===== config.mk =====
export PLATFORM = sky130hd
export DESIGN_NAME = shift_sequencer
export DESIGN_NICKNAME = d
export VERILOG_FILES = /design/src/rtl/shift_seq_pkg.sv /design/src/rtl/shift_seq_counter.sv /design/src/rtl/shift_sequencer.sv
export SDC_FILE = /design/constraint.sdc
export NUM_CORES = 1
export LEC_CHECK = 0
export ABC_AREA = 1
export CORE_MARGIN = 2
export CORE_UTILIZATION = 44
export DETAILED_ROUTE_END_ITERATION = 10
export PLACE_DENSITY_LB_ADDON = 0.15
export SYNTH_ARGS = -nofsm -noshare
export SYNTH_HDL_FRONTEND = slang
export SYNTH_HIERARCHICAL = 1
export SYNTH_SLANG_ARGS = --single-unit

===== constraint.sdc =====
create_clock -name clk -period 1.8 [get_ports clk]
set_input_delay 0.18 -clock clk [delete_from_list [all_inputs] [get_ports clk]]
set_output_delay 0.18 -clock clk [all_outputs]
set_load 0.005 [all_outputs]

===== src/rtl/shift_seq_pkg.sv =====
// Shared types and USR mode encodings for the shift sequencer.
// The rotate feature is enabled by defining SHIFT_SEQ_ROTATE_EN.
package shift_seq_pkg;

  typedef enum logic [1:0] {
    IDLE  = 2'b00,
    LOAD  = 2'b01,
    SHIFT = 2'b10,
    DONE  = 2'b11
  } state_t;

  localparam logic [1:0] MODE_HOLD = 2'b00;
  localparam logic [1:0] MODE_SHR  = 2'b01;
  localparam logic [1:0] MODE_SHL  = 2'b10;
  localparam logic [1:0] MODE_LOAD = 2'b11;

  function automatic logic is_shift_op(input logic [1:0] op);
    return (op == MODE_SHR) || (op == MODE_SHL);
  endfunction

endpackage


===== src/rtl/shift_seq_counter.sv =====
// Loadable down-counter holding the remaining shift count; last flags remaining==1.
module shift_seq_counter #(
  parameter int CNT_W = 3
) (
  input  logic             clk,
  input  logic             rst,
  input  logic             load,
  input  logic [CNT_W-1:0] load_val,
  input  logic             dec,
  output logic [CNT_W-1:0] count,
  output logic             last
);

  // NOTE: sequential state uses non-blocking assignments so every register
  // samples pre-edge values, independent of block ordering.
  always_ff @(posedge clk) begin
    if (rst) begin
      count <= '0;
    end else if (load) begin
      count <= load_val;
    end else if (dec && (count != '0)) begin
      count <= count - 1'b1;
    end
  end

  assign last = (count == CNT_W'(1));

endmodule


===== src/rtl/shift_sequencer.sv =====
// Command-driven sequencer for a universal shift register: optional load, N shifts, done pulse.
// Define SHIFT_SEQ_ROTATE_EN to make cmd_sin=1 select rotate (serial-in taken from usr_q).
module shift_sequencer
  import shift_seq_pkg::*;
#(
  parameter int WIDTH = 4,
  parameter int CNT_W = 3
) (
  input  logic             clk,
  input  logic             rst,
  input  logic             cmd_valid,
  output logic             cmd_ready,
  input  logic             cmd_load,
  input  logic [1:0]       cmd_op,
  input  logic [CNT_W-1:0] cmd_count,
  input  logic             cmd_sin,
  input  logic [WIDTH-1:0] cmd_data,
  input  logic [WIDTH-1:0] usr_q,
  output logic [1:0]       usr_sel,
  output logic             usr_shift_r,
  output logic             usr_shift_l,
  output logic [WIDTH-1:0] usr_d,
  output logic             busy,
  output logic             done
);

  state_t           state;
  logic [1:0]       op_r;
  logic             sin_r;
  logic [WIDTH-1:0] data_r;
  logic [CNT_W-1:0] remaining;
  logic             remaining_last;
  logic             accept;
  logic             serial_bit;

  assign cmd_ready = !rst && (state == IDLE);
  assign accept    = cmd_valid && cmd_ready;

  shift_seq_counter #(.CNT_W(CNT_W)) u_counter (
    .clk      (clk),
    .rst      (rst),
    .load     (accept),
    .load_val (cmd_count),
    .dec      (state == SHIFT),
    .count    (remaining),
    .last     (remaining_last)
  );

  always_ff @(posedge clk) begin
    if (rst) begin
      state  <= IDLE;
      op_r   <= MODE_HOLD;
      sin_r  <= 1'b0;
      data_r <= '0;
    end else begin
      case (state)
        IDLE: if (accept) begin
          op_r   <= cmd_op;
          sin_r  <= cmd_sin;
          data_r <= cmd_data;
          if (cmd_load)                                         state <= LOAD;
          else if (is_shift_op(cmd_op) && (cmd_count != '0))    state <= SHIFT;
          else                                                  state <= DONE;
        end
        LOAD:  state <= (is_shift_op(op_r) && (remaining != '0)) ? SHIFT : DONE;
        // remaining is never 0 here; the second term only guards against a stuck state
        SHIFT: if (remaining_last || (remaining == '0)) state <= DONE;
        DONE:  state <= IDLE;
        default: state <= IDLE;
      endcase
    end
  end

`ifdef SHIFT_SEQ_ROTATE_EN
  assign serial_bit = sin_r ? ((op_r == MODE_SHR) ? usr_q[0] : usr_q[WIDTH-1]) : 1'b0;
`else
  logic unused_usr_q;
  assign unused_usr_q = ^usr_q;
  assign serial_bit   = sin_r;
`endif

  // NOTE: every always_comb output gets a default first so no path leaves it
  // unassigned, which would otherwise infer a latch.
  always_comb begin
    usr_sel     = MODE_HOLD;
    usr_shift_r = 1'b0;
    usr_shift_l = 1'b0;
    busy        = 1'b0;
    done        = 1'b0;
    if (!rst) begin
      case (state)
        LOAD: begin
          usr_sel = MODE_LOAD;
          busy    = 1'b1;
        end
        SHIFT: begin
          usr_sel     = op_r;
          busy        = 1'b1;
          usr_shift_r = (op_r == MODE_SHR) && serial_bit;
          usr_shift_l = (op_r == MODE_SHL) && serial_bit;
        end
        DONE: begin
          busy = 1'b1;
          done = 1'b1;
        end
        default: ;
      endcase
    end
  end

  assign usr_d = data_r;

endmodule


[Yosys cells after proc, flatten, opt, wreduce, memory -nomap -nowiden]
Cells that the tools add are included.
Word-level totals
  input port bits: 18
  word-level logic and storage cells: 53
  bits in writable memories: 0
  flip-flop bits (word level): 12
  output and inout bits: 11
  memories: 0
  bits in latches: 0
  ROM bits: 0
Operators by class
  order comparisons: 0
  shifts and indexed selects: 0
  muxes and demuxes: 18
  reduce and logical (&&, ||, !) cells: 19
  multiply operators: 0
  div/mod/pow operators: 0
  bitwise logic cells: 0
  add/subtract/negate cells: 1
  equality and inequality tests: 10
Operator list (number)
  $mux 1: 10
  $eq 2x2->1 const B: 4
  $mux 2: 4
  $pmux 2 s4: 1
  $logic_and 1x1->1: 7
  $eq 2x1->1 const B: 3
  $mux 3: 2
  $reduce_bool 3->1: 2
  $ne 2x2->1 const B: 2
  $pmux 2 s2: 1
  $reduce_and 2->1: 2
  $eq 3x1->1 const B: 1
  $logic_not 3->1: 1
  $logic_or 1x1->1: 3
  $reduce_or 3->1: 1
  $sub 3x1->3 const B: 1
  $logic_not 2->1: 1
  $reduce_bool 2->1: 1
  $logic_not 1->1: 1

[Depth between registers and ports, before layout]
Gate-level depths: netlist (run 1).
  depth after elaboration: 7
  mapped depth: 10
  depth with buffers taken out: 10

[Hierarchy]
Netlist (run 1), hierarchy kept.
Modules (own cells, without submodules)
  shift_sequencer: cells an instance 85, area an instance 591.8 sq um, times used 1, sequential area each 180.2 sq um
  shift_seq_counter: cells an instance 34, area an instance 231.5 sq um, times used 1, sequential area each 60.1 sq um

[Worst setup path after synthesis (run 1)]
OpenSTA, ideal clock, no wires.
  kind: register to register
  from: register state[0]
  to: register u_counter.count[2]
  arrival time: 1.374 ns
  stages on the path, launching flop included: 10
  setup time: 0.116 ns
  clock period less this slack: 1.490 ns
  path buffers: 0
  slack: 0.310 ns
  data required time: 1.684 ns
  path through: dfxtp_1 > inv_1 > ha_1 > nand3_4 > inv_1 > inv_2 > nand3_1 > nand2_1 > nand2_1 > a21oi_1
Between the ends
  longest elaborated chain between the ends: 4
  elaborated cells on any way between the ends: 7
  classes of those cells: eq/ne: 1; mux: 1; reduce/logical: 5
RTL lines
  from (decl): RTL line shift_sequencer.sv:27  | state_t state;
  from (signal assigned): RTL line shift_sequencer.sv:65  | LOAD: state <= (is_shift_op(op_r) && (remaining != '0)) ? SHIFT : DONE;
  $logic_not 2->1 *: RTL line shift_sequencer.sv:36  | assign cmd_ready = !rst && (state == IDLE);
  $logic_and 1x1->1 *: RTL line shift_sequencer.sv:36
  $logic_and 1x1->1 *: RTL line shift_sequencer.sv:37  | assign accept = cmd_valid && cmd_ready;
  named net accept: RTL line shift_sequencer.sv:33  | logic accept;
  $mux 3 or $reduce_bool 2->1 (tied branches)
  to (signal assigned): RTL line shift_seq_counter.sv:20  | count <= load_val;
  to (signal assigned): RTL line shift_seq_counter.sv:22  | count <= count - 1'b1;
  to (decl): RTL line shift_seq_counter.sv:10  | output logic [CNT_W-1:0] count,
Mark *: on every way through the listed nets, which the timed path passes. The rest lies on a longest branch.
A chain may end at the register's enable or synchronous reset.

[Final worst setup path (run 1)]
  from: register state[0]
  to: output cmd_ready
Between the ends
  longest elaborated chain between the ends: 2
RTL lines
  $logic_not 2->1: RTL line shift_sequencer.sv:36
  $logic_and 1x1->1: RTL line shift_sequencer.sv:36
  to (decl): RTL line shift_sequencer.sv:12  | output logic cmd_ready,
No other way between the ends.

==> results of run 1 <==
## area by class of cell
class	instances	area [um^2]
fill	152	537
multi-input combinational	84	529
timing repair buffer	30	284
sequential	12	241
inverter	23	86.3
clock buffer	4	36.3
tap	25	31.3
## metal layers
layer  track usage [%]  part of all wire [%]  routed length (um)
met3              3.85                   5.2                  92
met1              20.7                    45                 809
met2              30.0                    48                 863
met4              6.67                   1.1                  19
met5                 0                     0                   0
## worst max-delay path, cell delays in order (launching register included)
cell and delay [ns]:
dfxtp_1 0.33, inv_2 0.12, ha_4 0.18, inv_1 0.04
nor2_1 0.08, clkdlybuf4s50_1 0.51
## synthesized netlist by cell type (all sizes together)
master  number  area, um^2
nand2       34         160
inv         23        86.3
dfxtp       12         240
nand3       12        77.6
ha          10         125
nor2        10        37.5
a21oi        7        35.0
o21ai        6        30.0
nor3         2        10.0
nand4        1        6.26
nor3b        1        7.51
o21bai       1        7.51
## per-stage QoR
| step | power, mW | cell area [um^2] |
|---|---|---|
| 2_1_floorplan | 0.937 | 823 |
| 3_3_place_gp | 1.18 | 1140 |
| 3_5_place_dp | 1.20 | 1140 |
| 4_1_cts | 1.48 | 1200 |
| 5_1_grt | 1.62 | 1210 |
| 6_report | 1.48 | 1210 |
## worst max-delay path by stage
stage,start,to,slack (ns),cells past startpoint
after CTS,state[1]$_SDFFE_PP0P_,busy,0.02,4
after global placement,rst,usr_shift_r,0.12,5
after floorplan,state[0]$_SDFFE_PP0P_,u_counter/count[2]$_SDFFE_PP0P_,0.31,9
after detailed placement,rst,usr_sel[0],0.09,4
final,state[0]$_SDFFE_PP0P_,cmd_ready,0.09,5
after global routing,state[0]$_SDFFE_PP0P_,busy,0.007,4
## flip-flops by register name, indices dropped and copies added (netlist names)
register	flops
usr_d	4
u_counter/count	3
op_r	2
state	2
serial_bit	1
## cell families after synthesis
group,count (synthesis)
buffers and inverters,23
DFF,12
and+or+nand+nor,60
AOI/OAI and AO/OA,14
adders and majority gates,10
## power groups by stage
| stage | combinational (mW) | sequential, mW | clock [mW] |
|---|---|---|---|
| after global placement | 0.787 | 0.392 | 0 |
| after detailed placement | 0.804 | 0.398 | 0 |
| after global routing | 0.964 | 0.411 | 0.241 |
| after CTS | 0.856 | 0.400 | 0.222 |
| final | 0.861 | 0.401 | 0.215 |
| after floorplan | 0.548 | 0.389 | 0 |
## repair_timing
action,CTS,global route
hold buffers,0,0
resized for setup,10,3
setup endpoints to repair,5,3
hold endpoints to repair,0,0
==> out/metrics.yaml, run 1 <==
timing:
  fin_hold_ws_ns: 0.451
  fin_tns_setup_ns: 0
  slew_headroom_pct: 86.9
  rsz0062_at_grt: "false"
  fmax_mhz: 586
  fin_worst_skew_ns: 0.00241
  setup_viol: 0
  layout_setup_ws_ns: 0.0939
  slew_viol_final: 0
  hold_viol: 0
  finalCritPeriodShare_pct: 94.8
  min_period_ns: 1.71
  worst_pin_slew_ns: 0.196
synthesis:
  syn_inst: 119
  synth-xor-area-share_pct: 0
  synth_compound_area_share_pct: 8.81
  seq_area_frac_synth_pct: 29.2
  synth_top_family_by_area: "simple AND/OR/NAND/NOR gates"
  synth.area.mux_share_pct: 0
  synth.avg_cell_area_um2: 6.92
  synth_area_um2: 823
  synth_warnings: 6
  synthSimpleGateAreaFrac_pct: 36.3
  synth_seq_cells: 12
  synth_cell_types: 18
  synthAdderAreaFrac_pct: 15.2
  synth_nets: 147
global_route:
  grt_max_degree: 10
  grt_first_pass_wirelength_mm: 2.75
  grt_pass1_vias: 695
  antenna_found_initial: 0
  grt_overflow: 0
  grt.total_usage_pct: 17.4
critical_path:
  crit_arrival_ns: 1.53
  cp-end-kind: "primary output"
  crit-reg2reg-launch: "state[0]$_SDFFE_PP0P_"
  required_ns: 1.62
  start_kind: "flop"
  rrSetupSlack_ns: 0.50
  worstSetupPathType: "flop to primary output"
  r2r-end: "u_counter/count[2]$_SDFFE_PP0P_"
  path_max_fanout: 3
  rr_worst_depth: 9
placement:
  pre_cts_slack_ns: 0.0881
  port_buffers: 24
  dp_hpwl_mm: 1.43
  routabilityCongestion: 0.859
  dp_cells: 174
pwr:
  switchingPower_mw: 0.615
  clockPowerShare_pct: 14.6
  p_per_area_nw_per_um2: 1220
  p_seq_share_pct: 27.2
  leakage_nw: 0.589
  switching_share_pct: 41.6
  peakVddDrop_mv: 0.804
  cell_internal_pwr_mw: 0.863
  pwr-share-comb_pct: 58.3
floorplan:
  initial_core_util_pct: 47.2
  die_y_um: 47.3
  core_area_um2: 1750
  die-area_um2: 2230
  die_x_um: 47.3
  io_pins: 29
  rows: 15
job:
  maxCapViolations: 0
clocking:
  post_cts_buffers: 0
  h-tree-depth: 1
  root_buffer: "clkbuf_4"
  cts_buffers: 3
  insertion_delay_ns: 0.27
  clk_pin_slew_ns: 0.08
  clk_path_buf_depth: 2
  clkSinkCount: 12
  cts_tree: "built"
layout:
  mostFrequentLayoutCell: "nand2_1"
  fin_cells: 178
  antenna_cells: 0
  area_growth_pct: 46.8
  fin_util_pct: 69.2
  nets: 182
  drive_above_1_share_pct: 18.3
  mostFrequentLayoutCells: "nand2_1, clkdlybuf4s50_1, inv_1"
worst_hold_path:
  hp-class: "input pin to flop"
  hold_start: "cmd_data[2]"
  holdPathStages: 3
  holdPathEnd: "usr_d[2]$_SDFFE_PP0P_"
routing:
  drtAntennaViolNets: 0
  routed_via_density: 4.62
  drc_errors: 0
  drt-total-wl_mm: 1.79
  num_vias: 823
  dr.pass1.iters: 4
  drtIter0Drc: 11
  routedWlPerCell_um: 10.0
run_status:
  outcome: "finished clean"
(Power assumes the default switching activity.)
==> run 2: changes to the inputs <==
--- a/config.mk
+++ b/config.mk
@@ -7,10 +7,9 @@
 export LEC_CHECK = 0
 export ABC_AREA = 1
 export CORE_MARGIN = 2
-export CORE_UTILIZATION = 44
+export CORE_UTILIZATION = 42
 export DETAILED_ROUTE_END_ITERATION = 10
 export PLACE_DENSITY_LB_ADDON = 0.15
 export SYNTH_ARGS = -nofsm -noshare
 export SYNTH_HDL_FRONTEND = slang
-export SYNTH_HIERARCHICAL = 1
 export SYNTH_SLANG_ARGS = --single-unit
==> run 2 against run 1 <==
Effect of this change:
- global-route usage grew 1.2 points
- count of clock-buffer cells in the layout unchanged
- cell count fell by 5.6%
- synthesized cell count fell by 4.2%
- area after synthesis is 6.5% lower
- clock skew down 0.0016 ns
- first-iteration DRC count fell by 73%
- sequential power fell by 3%
- flip-flop and latch count unchanged
- worst hold slack worse by 0.0015 ns
- critical path type unchanged
==> out/metrics.yaml, run 2 <==
run_status:
  outcome: "finished clean"
pwr:
  pwr-share-comb_pct: 55.5
  leakage_nw: 0.533
  power_mw: 1.36
  p_seq_share_pct: 28.7
  peakVddDrop_mv: 0.703
  clockPowerShare_pct: 15.9
  p_per_area_nw_per_um2: 1220
  switching_share_pct: 39.7
  cell_internal_pwr_mw: 0.820
  switchingPower_mw: 0.539
placement:
  dp_cells: 164
  dp_hpwl_mm: 1.32
  port_buffers: 24
  pre_cts_slack_ns: 0.0967
  routabilityCongestion: 0.771
routing:
  dr.pass1.iters: 4
  routedWlPerCell_um: 10.3
  drt-total-wl_mm: 1.73
  num_vias: 768
  drtAntennaViolNets: 0
  drtIter0Drc: 3
  drc_errors: 0
  routed_via_density: 4.57
global_route:
  grt_pass1_vias: 693
  grt_overflow: 0
  grt.total_usage_pct: 18.6
  grt_first_pass_wirelength_mm: 2.90
  antenna_found_initial: 0
  grt_max_degree: 13
layout:
  fillers: 177
  drive_above_1_share_pct: 12.6
  multi_input_area_um2: 458
  mostFrequentLayoutCells: "nand2_1, clkdlybuf4s50_1, inv_1"
  nets: 171
  fin_cells: 168
  seqCellArea_um2: 245
  fin_util_pct: 64.6
  antenna_cells: 0
  mostFrequentLayoutCell: "nand2_1"
  area_growth_pct: 45.0
  largest_reg_flops: 4
critical_path:
  critPathMaxStageDelay_ns: 0.51
  worstSetupPathType: "flop to primary output"
  cp_cell_sequence: "inv_2 > ha_1 > nor2_1 > clkdlybuf4s50_1"
  crit_arrival_ns: 1.56
  cp-end-kind: "primary output"
  cp_slowest_cell: "clkdlybuf4s50_1"
  required_ns: 1.62
  start_kind: "flop"
  path_max_fanout: 4
synthesis:
  synth_top_area_share_pct: 31.2
  synth_area_um2: 769
  synth_cell_types: 16
  yosysTopAreaCell: "dfxtp_1"
  synth-async-reset-ratio_pct: 0
  synth_nets: 141
  synth-main-ff-cell: "dfxtp_1"
  synth.avg_cell_area_um2: 6.75
  synth.most_common_cell: "nand2_1"
  synth_common_cells: "nand2_1, inv_1, nor2_1, dfxtp_1, ha_1"
  synthTopCellsByArea: "dfxtp_1, ha_1, nand2_1"
  seq_area_frac_synth_pct: 31.2
  synth_warnings: 0
  syn_inst: 114
  synth_edf_count: 0
  synth_seq_cells: 12
floorplan:
  die-area_um2: 2190
  rows: 15
  core_area_um2: 1730
  die_y_um: 46.8
  initial_core_util_pct: 44.6
  die_x_um: 46.8
  io_pins: 29
timing:
  slew_headroom_pct: 82.3
  min_period_ns: 1.74
  finalCritPeriodShare_pct: 96.4
  setup_viol: 0
  slew_viol_final: 0
  fmax_mhz: 576
  layout_setup_ws_ns: 0.0645
  fin_worst_skew_ns: 0.000802
  hold_viol: 0
  worst_pin_slew_ns: 0.265
clocking:
  cts_hold_buffers: 0
  clk_path_buf_depth: 2
  cts_buffers: 3
  h-tree-depth: 1
  insertion_delay_ns: 0.27
  clkSinkCount: 12
  root_buffer: "clkbuf_4"
  clk_pin_slew_ns: 0.08
  cts_tree: "built"
job:
  maxCapViolations: 0
worst_hold_path:
  hp-class: "input pin to flop"
==> run 2: changes by cell type after synthesis, moves of 2 or more <==
| cell | previous run | this run |
|---|---|---|
| nand2_4 | 4 | 0 |
| nand3_1 | 10 | 6 |
| nor2_1 | 10 | 13 |
| o211ai_1 | 0 | 3 |
| buf_2 | 0 | 2 |
| inv_2 | 4 | 2 |
| o21ai_0 | 5 | 7 |
==> run 2: kinds of logic (layout without fill, tap and decap cells) <==
kind of cell,Yosys count,after routing,share of synthesized area (%)
compound gates,17,17,12.0
buf+inv,23,52,12.5
fa+ha+maj,9,9,14.6
flops,12,12,31.2
simple gates,53,53,29.6
==> run 2: power groups by stage <==
stage	combinational, mW	clock [mW]	sequential [mW]
floorplan	0.451	0	0.378
global placement	0.685	0	0.374
detailed placement	0.697	0	0.378
CTS	0.703	0.226	0.374
global route	0.865	0.237	0.398
finish	0.754	0.216	0.389
==> run 2: path summary, 6_finish.rpt <==
check	to	startpoint	cells past startpoint	slack, ns
worst max-delay path	busy	state[1]$_SDFFE_PP0P_	4	0.06
worst min-delay path	usr_d[0]$_SDFFE_PP0P_	cmd_data[0]	3	0.45
worst max register to register	u_counter.count[0]$_SDFFE_PP0P_	u_counter.count[1]$_SDFFE_PP0P_	9	0.44
worst min register to register	usr_d[2]$_SDFFE_PP0P_	usr_d[2]$_SDFFE_PP0P_	2	0.47
==> run 2: metal layers <==
layer	global-route usage, %	share of wire [%]	up-vias
met2	27.7	46	12
met4	10.0	0.75	0
met1	26.0	50	343
met5	0	0	-
met3	2.31	3.0	2
li1	-	-	411
==> run 2: repair_timing <==
| action | CTS | global route |
|---|---|---|
| endpoints found under the setup margin | 4 | 5 |
| resized for setup | 4 | 8 |
| buffers inserted | 0 | 0 |
| pin swaps | 0 | 0 |
==> run 2: final cells by class <==
cell class,instances,area share (%)
Inverter,20,6.73
Clock buffer,4,3.25
Timing Repair Buffer,28,24.2
Sequential cell,12,22.0
Multi-Input combinational cell,79,41.0
Tap cell,25,2.80
==> run 2: stage by stage <==
| stage | setup TNS, ns | hold slack [ns] | area [um^2] |
|---|---|---|---|
| 5_1_grt | -0.0109 | 0.470 | 1120 |
| 2_1_floorplan | 0 | 0.249 | 769 |
| 6_report | 0 | 0.449 | 1120 |
| 4_1_cts | -0.0137 | 0.437 | 1090 |
| 3_5_place_dp | 0 | 0.457 | 1050 |
| 3_3_place_gp | 0 | 0.449 | 1050 |
==> run 2: critical path: cells and delay by family (launching register included) <==
kind,cells,cell delay (ns)
adders and majority gates,1,0.22
and+or+nand+nor,1,0.12
DFF,1,0.37
buffers and inverters,2,0.57
